**src/rtl/elevator_car.sv**
```systemverilog
// Elevator car: owns floor position and door mechanics, driven by door_open/updown commands.
// Optional `ELEVATOR_CAR_DOOR_REOPEN_EN lets door_open reverse a closing door.
module elevator_car #(
   parameter int NUM_FLOORS    = 8,
   parameter int FLOOR_W       = 3,
   parameter int TRAVEL_CYCLES = 10,
   parameter int DOOR_CYCLES   = 5
) (
   input  logic               clk,
   input  logic               rst,
   input  logic               door_open,
   input  logic [1:0]         updown,
   output logic               door,
   output logic [FLOOR_W-1:0] floor,
   output logic               moving,
   output logic               fault
);

   localparam int CNT_MAX = (TRAVEL_CYCLES > DOOR_CYCLES) ? TRAVEL_CYCLES : DOOR_CYCLES;
   localparam int CNT_W   = (CNT_MAX > 1) ? $clog2(CNT_MAX) : 1;

   localparam logic [CNT_W-1:0]   TRAVEL_LOAD = CNT_W'(TRAVEL_CYCLES - 1);
   localparam logic [CNT_W-1:0]   DOOR_LOAD   = CNT_W'(DOOR_CYCLES - 1);
   localparam logic [FLOOR_W-1:0] TOP_FLOOR   = FLOOR_W'(NUM_FLOORS - 1);

   localparam logic [1:0] CMD_STOP = 2'b00;
   localparam logic [1:0] CMD_UP   = 2'b01;
   localparam logic [1:0] CMD_DOWN = 2'b10;
   localparam logic [1:0] CMD_ILL  = 2'b11;

   localparam logic [2:0] S_IDLE         = 3'd0;
   localparam logic [2:0] S_MOVE_UP      = 3'd1;
   localparam logic [2:0] S_MOVE_DOWN    = 3'd2;
   localparam logic [2:0] S_DOOR_OPENING = 3'd3;
   localparam logic [2:0] S_DOOR_OPEN    = 3'd4;
   localparam logic [2:0] S_DOOR_CLOSING = 3'd5;

   logic [2:0]         state_q, state_d;
   logic [CNT_W-1:0]   cnt_q, cnt_d;
   logic [FLOOR_W-1:0] floor_q, floor_d;
   logic               pending_q, pending_d;
   logic               fault_q, fault_d;

   always_comb begin
      // NOTE: every signal gets a default first so no path through the case infers a latch.
      state_d   = state_q;
      cnt_d     = cnt_q;
      floor_d   = floor_q;
      pending_d = pending_q;
      fault_d   = 1'b0;

      case (state_q)
         S_IDLE: begin
            if (door_open) begin
               state_d = S_DOOR_OPENING;
               cnt_d   = DOOR_LOAD;
            end else if (updown == CMD_UP && floor_q != TOP_FLOOR) begin
               state_d = S_MOVE_UP;
               cnt_d   = TRAVEL_LOAD;
            end else if (updown == CMD_DOWN && floor_q != '0) begin
               state_d = S_MOVE_DOWN;
               cnt_d   = TRAVEL_LOAD;
            end else if (updown != CMD_STOP) begin
               fault_d = 1'b1;
            end
         end

         S_MOVE_UP, S_MOVE_DOWN: begin
            // Reversal is never honoured mid-transit; only the illegal code is flagged.
            fault_d = (updown == CMD_ILL);
            if (door_open) pending_d = 1'b1;
            if (cnt_q != '0) begin
               cnt_d = cnt_q - CNT_W'(1);
            end else begin
               floor_d = (state_q == S_MOVE_UP) ? floor_q + FLOOR_W'(1) : floor_q - FLOOR_W'(1);
               if (pending_q || door_open) begin
                  state_d   = S_DOOR_OPENING;
                  cnt_d     = DOOR_LOAD;
                  pending_d = 1'b0;
               end else if ((state_q == S_MOVE_UP && updown == CMD_UP && floor_d != TOP_FLOOR) ||
                            (state_q == S_MOVE_DOWN && updown == CMD_DOWN && floor_d != '0)) begin
                  cnt_d = TRAVEL_LOAD;
               end else begin
                  state_d = S_IDLE;
               end
            end
         end

         S_DOOR_OPENING: begin
            fault_d = (updown != CMD_STOP);
            if (cnt_q == '0) state_d = S_DOOR_OPEN;
            else             cnt_d   = cnt_q - CNT_W'(1);
         end

         S_DOOR_OPEN: begin
            fault_d = (updown != CMD_STOP);
            if (!door_open) begin
               state_d = S_DOOR_CLOSING;
               cnt_d   = DOOR_LOAD;
            end
         end

         S_DOOR_CLOSING: begin
            fault_d = (updown != CMD_STOP);
`ifdef ELEVATOR_CAR_DOOR_REOPEN_EN
            // Reopening takes as long as the door has already spent closing.
            if (door_open) begin
               state_d = S_DOOR_OPENING;
               cnt_d   = DOOR_LOAD - cnt_q;
            end else if (cnt_q == '0) begin
               state_d = S_IDLE;
            end else begin
               cnt_d = cnt_q - CNT_W'(1);
            end
`else
            if (cnt_q == '0) state_d = S_IDLE;
            else             cnt_d   = cnt_q - CNT_W'(1);
`endif
         end

         default: state_d = S_IDLE;
      endcase
   end

   always_ff @(posedge clk or posedge rst) begin
      if (rst) begin
         state_q   <= S_IDLE;
         cnt_q     <= '0;
         floor_q   <= '0;
         pending_q <= 1'b0;
         fault_q   <= 1'b0;
      end else begin
         // NOTE: non-blocking assignments keep every register sampling pre-edge values.
         state_q   <= state_d;
         cnt_q     <= cnt_d;
         floor_q   <= floor_d;
         pending_q <= pending_d;
         fault_q   <= fault_d;
      end
   end

   assign floor  = floor_q;
   assign fault  = fault_q;
   assign door   = (state_q == S_DOOR_OPEN);
   assign moving = (state_q == S_MOVE_UP) || (state_q == S_MOVE_DOWN);

endmodule

```
**config.mk**
```make
export PLATFORM = sky130hd
export DESIGN_NAME = elevator_car
export DESIGN_NICKNAME = d
export VERILOG_FILES = /design/src/rtl/elevator_car.sv
export SDC_FILE = /design/constraint.sdc
export NUM_CORES = 1
export LEC_CHECK = 0
export BUFFER_PORTS_ARGS = -buffer_cell sky130_fd_sc_hd__buf_2
export CORE_ASPECT_RATIO = 1.5
export CORE_MARGIN = 4
export CORE_UTILIZATION = 49
export DETAILED_ROUTE_END_ITERATION = 10
export HOLD_SLACK_MARGIN = 0.02
export PLACE_DENSITY = 0.72
export REMOVE_ABC_BUFFERS = 1
export SYNTH_ARGS = -nofsm -noshare
export SYNTH_HDL_FRONTEND = slang
export SYNTH_SLANG_ARGS = --single-unit
```
**constraint.sdc**
```tcl
create_clock -name clk -period 4.29 [get_ports clk]
set_input_delay 0.2145 -clock clk [delete_from_list [all_inputs] [get_ports clk]]
set_output_delay 0.2145 -clock clk [all_outputs]
set_load 0.03 [all_outputs]
```
Yosys cells after proc, flatten, opt, wreduce, memory -nomap -nowiden
Index checks and enable logic that the tools add are counted.
{"block": "op_classes", "addsub": 3, "n_eq_ne": 18, "muxes": 28, "n_bitwise": 1, "n_reduce_logical": 22}
{"op": "$mux W4", "count": 8}
{"op": "$mux W3", "count": 10}
{"op": "$pmux W4 S4", "count": 1}
{"op": "$pmux W3 S5", "count": 1}
{"op": "$ne A2 B2 Y1 const B", "count": 5}
{"op": "$ne A3 B3 Y1 const B", "count": 3}
{"op": "$ne A4 B4 Y1 const B", "count": 2}
{"op": "$reduce_bool A4 Y1", "count": 2}
{"op": "$mux W1", "count": 7}
{"op": "$eq A3 B2 Y1 const B", "count": 2}
{"op": "$eq A3 B3 Y1 const B", "count": 2}
{"op": "$logic_and A1 B1 Y1", "count": 6}
{"op": "$reduce_and A6 Y1", "count": 1}
{"op": "$reduce_bool A3 Y1", "count": 2}
{"op": "$reduce_and A5 Y1", "count": 1}
{"op": "$eq A2 B2 Y1 const B", "count": 2}
{"op": "$logic_not A4 Y1", "count": 1}
{"op": "$reduce_or A2 Y1", "count": 2}
{"op": "$sub A4 B1 Y4 const B", "count": 1}
{"op": "$add A3 B1 Y3 const B", "count": 1}
{"op": "$eq A3 B1 Y1 const B", "count": 1}
{"op": "$logic_not A3 Y1", "count": 1}
{"op": "$logic_or A1 B1 Y1", "count": 3}
{"op": "$pmux W1 S3", "count": 1}
{"op": "other kinds (6)", "count": 6}
{"block": "word_totals", "ff_bits": 12, "in_bits": 5, "output_inout_bits": 6, "elab_cells": 77}

Logic depth before layout (Yosys ltp)
Gate-level depths: netlist of the first run.
{"block": "logic_depth", "depth_word": 9, "ltp_mapped": 8, "depth_no_buf": 7}

Worst setup path before layout of the first run
OpenSTA, ideal clock, no wires.
{"block": "synth_path", "path_kind": "reg2reg", "start": "reg state_q[2]", "end": "reg cnt_q[2]", "setup_time_ns": 0.125, "t_arrival_ns": 2.459, "required_time_ns": 4.165, "setup_slack_ns": 1.706, "stages_incl_launch_ff": 9, "n_path_buf": 1, "synth_period_minus_slack_ns": 2.584, "cell_sequence": "dfrtp_1 > or3b_1 > buf_2 > fa_1 > xor2_1 > a211oi_1 > a211oi_2 > a31oi_4 > mux2_4"}
{"block": "synth_between", "elab_chain_cells": 7, "elab_cells_between_ends": 23, "cone_classes": "10 x eq/ne; 2 x mux; 11 x reduce/logical"}
{"item": "start: declaration", "line": "38", "source": "logic [2:0] state_q, state_d;"}
{"item": "start signal: assignment", "line": "134", "source": "state_q <= state_d;"}
{"item": "$eq A3 B1 Y1", "line": "52, 75, 80"}
{"item": "$mux W3", "line": "75", "source": "floor_d = (state_q == S_MOVE_UP) ? floor_q + FLOOR_W'(1) : floor_q - FLOOR_W'(1);"}
{"item": "$ne A3 B3 Y1 / $reduce_bool A3 Y1 (equally long branches)", "line": "80, 81"}
{"item": "$logic_and A1 B1 Y1, on equally long branches", "line": "80, 81"}
{"item": "$logic_or A1 B1 Y1", "line": "80", "source": "end else if ((state_q == S_MOVE_UP && updown == CMD_UP && floor_d != TOP_FLOOR) ||"}
{"item": "$ne A4 B4 Y1 (no source line)"}
{"item": "$reduce_and A5 Y1 (no source line)"}
{"item": "end signal: assignment", "line": "135", "source": "cnt_q <= cnt_d;"}
{"item": "end: declaration", "line": "39", "source": "logic [CNT_W-1:0] cnt_q, cnt_d;"}
Parallel ways exist; a longest one is shown, timed or not.
A chain may end at the register's enable or synchronous reset.

Worst setup path in the final report of the first run
{"block": "layout_path", "start": "reg state_q[2]", "end": "reg state_q[1]"}
{"block": "layout_between", "elab_chain_cells": 7, "elab_cells_between_ends": 23, "cone_classes": "12 x eq/ne; 2 x mux; 9 x reduce/logical"}
{"item": "$eq A3 B1 Y1", "line": "52, 75, 80"}
{"item": "$mux W3", "line": "75"}
{"item": "$ne A3 B3 Y1 / $reduce_bool A3 Y1 (equally long branches)", "line": "80, 81"}
{"item": "$logic_and A1 B1 Y1, on equally long branches", "line": "80, 81"}
{"item": "$logic_or A1 B1 Y1", "line": "80"}
{"item": "$ne A3 B3 Y1 (no source line)"}
{"item": "$reduce_and A6 Y1 (no source line)"}
Parallel ways exist; a longest one is shown, timed or not.

==> results of run 1 <==
==> per-stage QoR <==
stage	power, mW	cells	cell area, sq um	setup WS [ns]	hold slack (ns)
after floorplan	0.757	107	1010	1.61	0.0792
after global routing	1.09	144	1130	1.19	0.315
after detailed placement	0.908	139	1090	1.34	0.249
after CTS	1.00	144	1130	1.32	0.300
final	0.991	144	1130	1.33	0.299
after global placement	0.900	139	1090	1.34	0.244
==> per-layer routing <==
layer / vias to the layer above / share of wire / global-route usage
met1: 413 / 0.39 / 0.185
met5: - / 0 / 0
met2: 13 / 0.56 / 0.326
li1: 428 / - / -
met4: 0 / 0.021 / 0.0696
met3: 6 / 0.029 / 0.0394
==> Yosys cell counts (2+ instances only) <==
master     number
mux2_1          3
inv_1           6
nand3_1         2
dfrtp_1        12
mux2_4          3
xor2_1          3
o211ai_1        2
a21oi_1         5
nand2b_1        4
nor2_1          9
or3b_1          2
nand2_1         6
nor3_1          3
ha_1            5
nand4bb_1       2
xnor2_1         3
clkbuf_1        3
a22o_1          2
o21ai_0         8
o21ai_1         3
nor2b_1         2
nor3_4          2
==> worst min-delay path: stages <==
cell	delay [ns]
buf_2	0.14
a21oi_1	0.13
nor2_1	0.05
==> worst max path at each step <==
stage | cells after the start | slack (ns) | end | startpoint
CTS | 7 | 1.32 | state_q[1] | state_q[2]
global placement | 7 | 1.34 | state_q[1] | state_q[2]
global route | 7 | 1.19 | state_q[1] | state_q[2]
detailed placement | 7 | 1.34 | state_q[1] | state_q[2]
finish | 7 | 1.33 | state_q[1] | state_q[2]
floorplan | 7 | 1.61 | cnt_q[2] | state_q[2]
==> cell families (layout without fill, tap and decap cells) <==
kind of cell,after synthesis,after routing,share of synthesized area
adder cells (fa/ha/maj),6,6,0.0806
multiplexers,6,6,0.0769
XOR/XNOR,6,6,0.0513
AND/OR/NAND/NOR,41,41,0.252
flip-flops,12,12,0.293
AO/OA/AOI/OAI,30,30,0.209
buffers and inverters,10,21,0.0378
==> flip-flops by register name (all words and copies together), names as in the netlist <==
register,flops
cnt_q,4
floor,3
state_q,3
fault,1
pending_q,1
==> layout make-up <==
cell class,count,area (sq um),area share
timing repair buffer,11,60.1,0.0530
inverter,6,22.5,0.0199
multi-input combinational,89,686,0.606
clock buffer,4,36.3,0.0320
tap,22,27.5,0.0243
sequential,12,300,0.265
==> power groups by stage <==
stage	Combinational, mW	Sequential (mW)	Clock (mW)
final	0.623	0.278	0.0906
after global routing	0.700	0.293	0.0966
after CTS	0.631	0.279	0.0910
after detailed placement	0.627	0.281	0
after global placement	0.622	0.278	0
after floorplan	0.469	0.288	0
==> timing repair <==
item	CTS	global route
setup buffers	0	0
endpoints found under the hold margin	12	0
hold buffers	1	0
==> qor.txt, run 1 <==
Status: complete, no violations
Share of layout cells above drive strength 1: 0.172
CP delay by family, top: simple AND/OR/NAND/NOR gates
Vias: 860
Initial Util: 0.512
Internal power: 505 uW
WP data required: 4.45 ns
Critical path startpoint category: flop
Clock Skew: 0.000915 ns
Drc violations: 0
Worst-Skew Late Latency: 0.27 ns
Horiz. Die Dim: 45.3 um
Initial drt markers: 14
Comb power frac: 0.628
CTS root buffer: clkbuf_4
CTS tree: built
Largest net degree at the start of global routing: 18
Hold Path Class: primary input to flop
Top FF cell, synth: dfrtp_1
Hold Vio Cnt, Final: 0
Cell repeated most along the worst path: ha_1
Buffers plus inverters on the worst setup path: 0
Max-Cap Viols: 0
Std cell rows: 20
Max Slew Vio Count: 0
Vias in the first global route: 848
Critical path class: flop to flop
Die H: 64.0 um
Max Clk Rate: 338 MHz
Count of state elements after synthesis: 12
Ys async rst share: 1.00
Worst-path clk slew: 0.08 ns
Min Tclk post-route: 2.96 ns
Crit-path max cell delay: 0.58 ns
Switching power: 486 uW
Core Util, Final: 0.566
Vias/cell: 5.97
R2r worst-path depth: 7
Worst slew margin: 0.619
Total congestion overflow: 0
VDD IR max: 434 uV
Period utilization: 0.689
Port Buf Inserts: 10
Routed WL per cell: 15.6 um
Max clock buf depth: 2
Reg-to-reg endpoint: state_q[1]
HP Start: door_open
Critical-path maximum fanout: 17
Unrepaired setup endpoints after global routing: no
Post-synth EDFFs: 0
Post-route ant nets: 0
Post-layout nets: 134
Routed WL: 2.25 mm
Synth area leader: dfrtp_1
Hold EP: pending_q
Setup TNS: 0 ns
Seq pwr share: 0.280
Clock Power Share: 0.091
Switch share: 0.491
Initial antenna violation count: 0
Core Area: 2000 sq um
Number of fill cells: 195
Pwr dens: 875 nW/um^2
Diode count: 0
TritonRoute pass-1 iters: 4
First-pass GRT wire length: 3.87 mm
HPWL reported at the end of detailed placement: 1.78 mm
Synth top area cells: dfrtp_1 (29%), ha_1 (6.1%), mux2_4 (4.4%), o21ai_0 (3.9%), nor2_1 (3.3%)
CTS buffer count: 3
Crit-path cells: or3b_1 > ha_1 > ha_1 > nor4b_1 > a211oi_2 > o21ai_1 > mux2_1
Part of the Yosys area used for sequential elements: 0.293
Synth Area per Inst: 9.23 sq um
Clk sinks: 12
Slew of the pin with the lowest slew margin: 0.564 ns
Tot GR Track Use: 0.178
Die area: 2900 sq um
RR Startpoint: state_q[2]
H-tree depth: 1
Reg2Reg Setup Slack: 1.33 ns
Mapped Cells: 111
# resized after CTS: 0
Cell Area, Synth: 1020 sq um
Leak Pwr: 0.474 nW
CP max-delay cell: dfrtp_1
Io pins: 11
Most frequent cells in the layout: dfrtp_1 (12), buf_2 (10), nor2_1 (9)
Distinct cells, synth: 43
Critical Path AT: 3.11 ns
Critical Path End Type: flop
Commonest non-fill, non-tap cell in the layout: dfrtp_1
Area Overhead vs Synth: 10.5%
Top cell type's share of synthesized area: 0.293
Synth warn: 0
Hold path depth: 3
Final setup fails: 0
Final GP Congestion: 0.780
No activity file was read; power rests on OpenSTA's default activity.
==> inputs of run 2 (changes only) <==
--- a/config.mk
+++ b/config.mk
@@ -5,6 +5,7 @@
 export SDC_FILE = /design/constraint.sdc
 export NUM_CORES = 1
 export LEC_CHECK = 0
+export ABC_AREA = 1
 export BUFFER_PORTS_ARGS = -buffer_cell sky130_fd_sc_hd__buf_2
 export CORE_ASPECT_RATIO = 1.5
 export CORE_MARGIN = 4
==> constraint.sdc (replaced) <==
create_clock -name clk -period 2.9 [get_ports clk]
set_input_delay 0.145 -clock clk [delete_from_list [all_inputs] [get_ports clk]]
set_output_delay 0.145 -clock clk [all_outputs]
set_load 0.03 [all_outputs]
==> qor.txt, run 2 <==
Max Slew Vio Count: 0 (unchanged)
Most flops, register: cnt_q
Core Area: 2030 sq um (+1.2%)
Initial antenna violation count: 0 (unchanged)
Post-layout nets: 175 (+31%)
Synth warn: 0 (unchanged)
Vias in the first global route: 856 (+0.94%)
Vias: 950 (+10%)
Ys async rst share: 1.00 (unchanged)
Unrepaired setup endpoints after global routing: no
Hold Vio Cnt, Final: 0 (unchanged)
VDD IR max: 669 uV (+54%)
Count leader, synth: nand2_1
Initial drt markers: 27 (+13)
Largest family of logic cells by synthesized area: simple AND/OR/NAND/NOR gates
Leak Pwr: 0.635 nW (+34%)
Drc violations: 0 (unchanged)
Synth Area in Compound Gates: 0.0714 (-0.137)
Final GP Congestion: 0.860 (+10%)
WP data required: 3.07 ns (-1.38 ns)
Post-Layout Cell Count: 185 (+28%)
Max-Cap Viols: 0 (unchanged)
Critical Path AT: 2.21 ns (-0.90 ns)
Post-synth EDFFs: 0 (unchanged)
Status: complete, no violations
Distinct cells, synth: 28 (-35%)
Post-Synth Adder-Cell Area: 0.0786 (-0.00201)
Met2 WL post-DR: 1.12 mm (-12%)
# resized after CTS: 0 (unchanged)
Fraction of the mapped netlist area in simple logic gates: 0.469 (+0.218)
Max clock buf depth: 2 (unchanged)
Post-synthesis mux area share: 0 (-0.0769)
Top cell type's share of synthesized area: 0.286 (-0.00733)
Top FF cell, synth: dfrtp_1
Synth cell count leaders: nand2_1 (50), nand3_1 (20), inv_1 (17)
Critical Path End Type: flop
Max Clk Rate: 490 MHz (+45%)
Routed WL: 2.16 mm (-4.2%)
Worst-path clk slew: 0.08 ns (about the same)
Most frequent cells in the layout: nand2_1 (50), nand3_1 (20), inv_1 (17)
Post-route ant nets: 0 (unchanged)
CTS tree: built
Hold Path Class: primary input to flop
Synth top area cells: dfrtp_1 (29%), nand2_1 (18%), nand3_1 (9.5%), inv_1 (6.1%), ha_1 (6.0%)
Initial Util: 0.519 (+0.00664)
DP Cell Count: 180 (+29%)
CTS buffer count: 3 (unchanged)
Largest net degree at the start of global routing: 13 (-5)
Tot GR Track Use: 0.163 (-0.0156)
XOR/XNOR share of the synthesized area: 0.0167 (-0.0346)
Share of layout cells above drive strength 1: 0.215 (+0.0426)
H-tree depth: 1 (unchanged)
TritonRoute pass-1 iters: 5 (+1)
Diode count: 0 (unchanged)
Area Overhead vs Synth: 10.7%
HPWL reported at the end of detailed placement: 1.74 mm (-2.2%)
Post-route total power: 1.49 mW (+51%)
Worst-Skew Late Latency: 0.28 ns (about the same)
Std cell rows: 20 (unchanged)
Synth area leader: dfrtp_1
Synth Area per Inst: 7.05 sq um (-24%)
Slew of the pin with the lowest slew margin: 0.477 ns (-0.0866 ns)
CTS root buffer: clkbuf_4
Critical-path maximum fanout: 7 (-10)
First-pass GRT wire length: 3.59 mm (-7.3%)
Horiz. Die Dim: 45.8 um (+1.0%)
Met3 wire len: 66 um (+1.5%)
Vias/cell: 5.14 (-14%)
Hold WS: 0.173 ns (-0.125 ns)
Die H: 64.7 um (+1.1%)
Min Tclk post-route: 2.04 ns (-0.917 ns)
Port Buf Inserts: 10 (unchanged)
Final setup fails: 0 (unchanged)
Number of flip-flops in the largest register: 4 (unchanged)
Mapped Cells: 149 (+34%)
Post-Route M1 WL: 935 um (+7.3%)
Io pins: 11 (unchanged)
Count of state elements after synthesis: 12 (unchanged)
Pwr dens: 1280 nW/um^2 (+47%)
Top sig layer: met4
Setup TNS: 0 ns (unchanged)
Routed WL per cell: 11.7 um (-25%)
Commonest non-fill, non-tap cell in the layout: nand2_1
Period utilization: 0.703 (+0.0140)
Worst slew margin: 0.681 (+0.0625)
Total congestion overflow: 0 (unchanged)
Critical path class: flop to flop
Die area: 2970 sq um (+2.2%)
Cell Area, Synth: 1050 sq um (+2.6%)
Clk sinks: 12 (unchanged)
Clock Skew: 0.00621 ns (+0.00530 ns)
Part of the Yosys area used for sequential elements: 0.286 (-0.00733)
Critical path startpoint category: flop
==> run 2: changes by cell type in the layout (fill, tap and decap cells not counted), sizes merged, moves of 3 or more <==
cell | before | now
mux2 | 6 | 0
o21ai | 11 | 5
nor3 | 5 | 2
nand2 | 6 | 58
nand2b | 4 | 0
a21oi | 5 | 2
inv | 6 | 19
nand3 | 2 | 23
nand4 | 0 | 3
==> run 2: cell families after synthesis <==
| group | after synthesis |
|---|---|
| adder cells (fa/ha/maj) | 6 |
| flip-flops | 12 |
| buffers and inverters | 20 |
| AND/OR/NAND/NOR | 98 |
| AO/OA/AOI/OAI | 11 |
| XOR/XNOR | 2 |
==> run 2: timing repair <==
action	in CTS	in global routing
setup endpoints to repair	0	0
hold buffers	1	0
setup buffers	0	0
endpoints found under the hold margin	12	0
==> run 2: final timing paths <==
path	from	end	slack, ns	cells after the start
setup / recovery	state_q[1]	state_q[0]	0.86	13
hold / removal	updown[1]	fault	0.17	3
setup reg to reg	state_q[1]	state_q[0]	0.86	13
hold reg to reg	cnt_q[1]	cnt_q[1]	0.50	2
max in group asynchronous	rst	cnt_q[1]	2.15	3
min in group asynchronous	rst	state_q[0]	0.42	3
==> run 2: metal layers <==
layer | vias up | track usage
met5 | - | 0
met4 | 0 | 0.0641
met3 | 4 | 0.0278
met2 | 12 | 0.264
met1 | 430 | 0.208
li1 | 504 | -
==> run 2: area by class of cell <==
cell class	count	area, sq um
fillers	207	863
multi-input cells	117	668
flip-flops and latches	12	300
inverters	19	71.3
repair buffers	11	60.1
clock buffers	4	36.3
well taps	22	27.5
==> run 2: worst max-delay path, cell delays in order, from the launching register on <==
cell and delay [ns]:
dfrtp_1 0.45, inv_2 0.12, nand3_2 0.16, fa_1 0.45
inv_1 0.09, nand2_1 0.05, nand2_1 0.07, nand2_1 0.05
nand3_1 0.13, nand2_1 0.08, nand2_2 0.09, nand2_2 0.07
nand2_1 0.06, nand2_1 0.05
==> run 2: per-stage QoR <==
step	setup slack [ns]	area [sq um]	utilization
after global placement	0.921	1120	0.551
final	0.861	1160	0.574
after floorplan	1.05	1040	-
after detailed placement	0.866	1120	0.551
after CTS	0.843	1160	0.574
after global routing	0.687	1160	0.574
==> run 2: power breakdown <==
group | internal (mW) | switching [mW] | leakage, nW
Sequential | 0.251 | 0.100 | 0.146
Combinational | 0.358 | 0.650 | 0.467
Clock | 0.0763 | 0.0585 | 0.0210
Total | 0.686 | 0.809 | 0.635
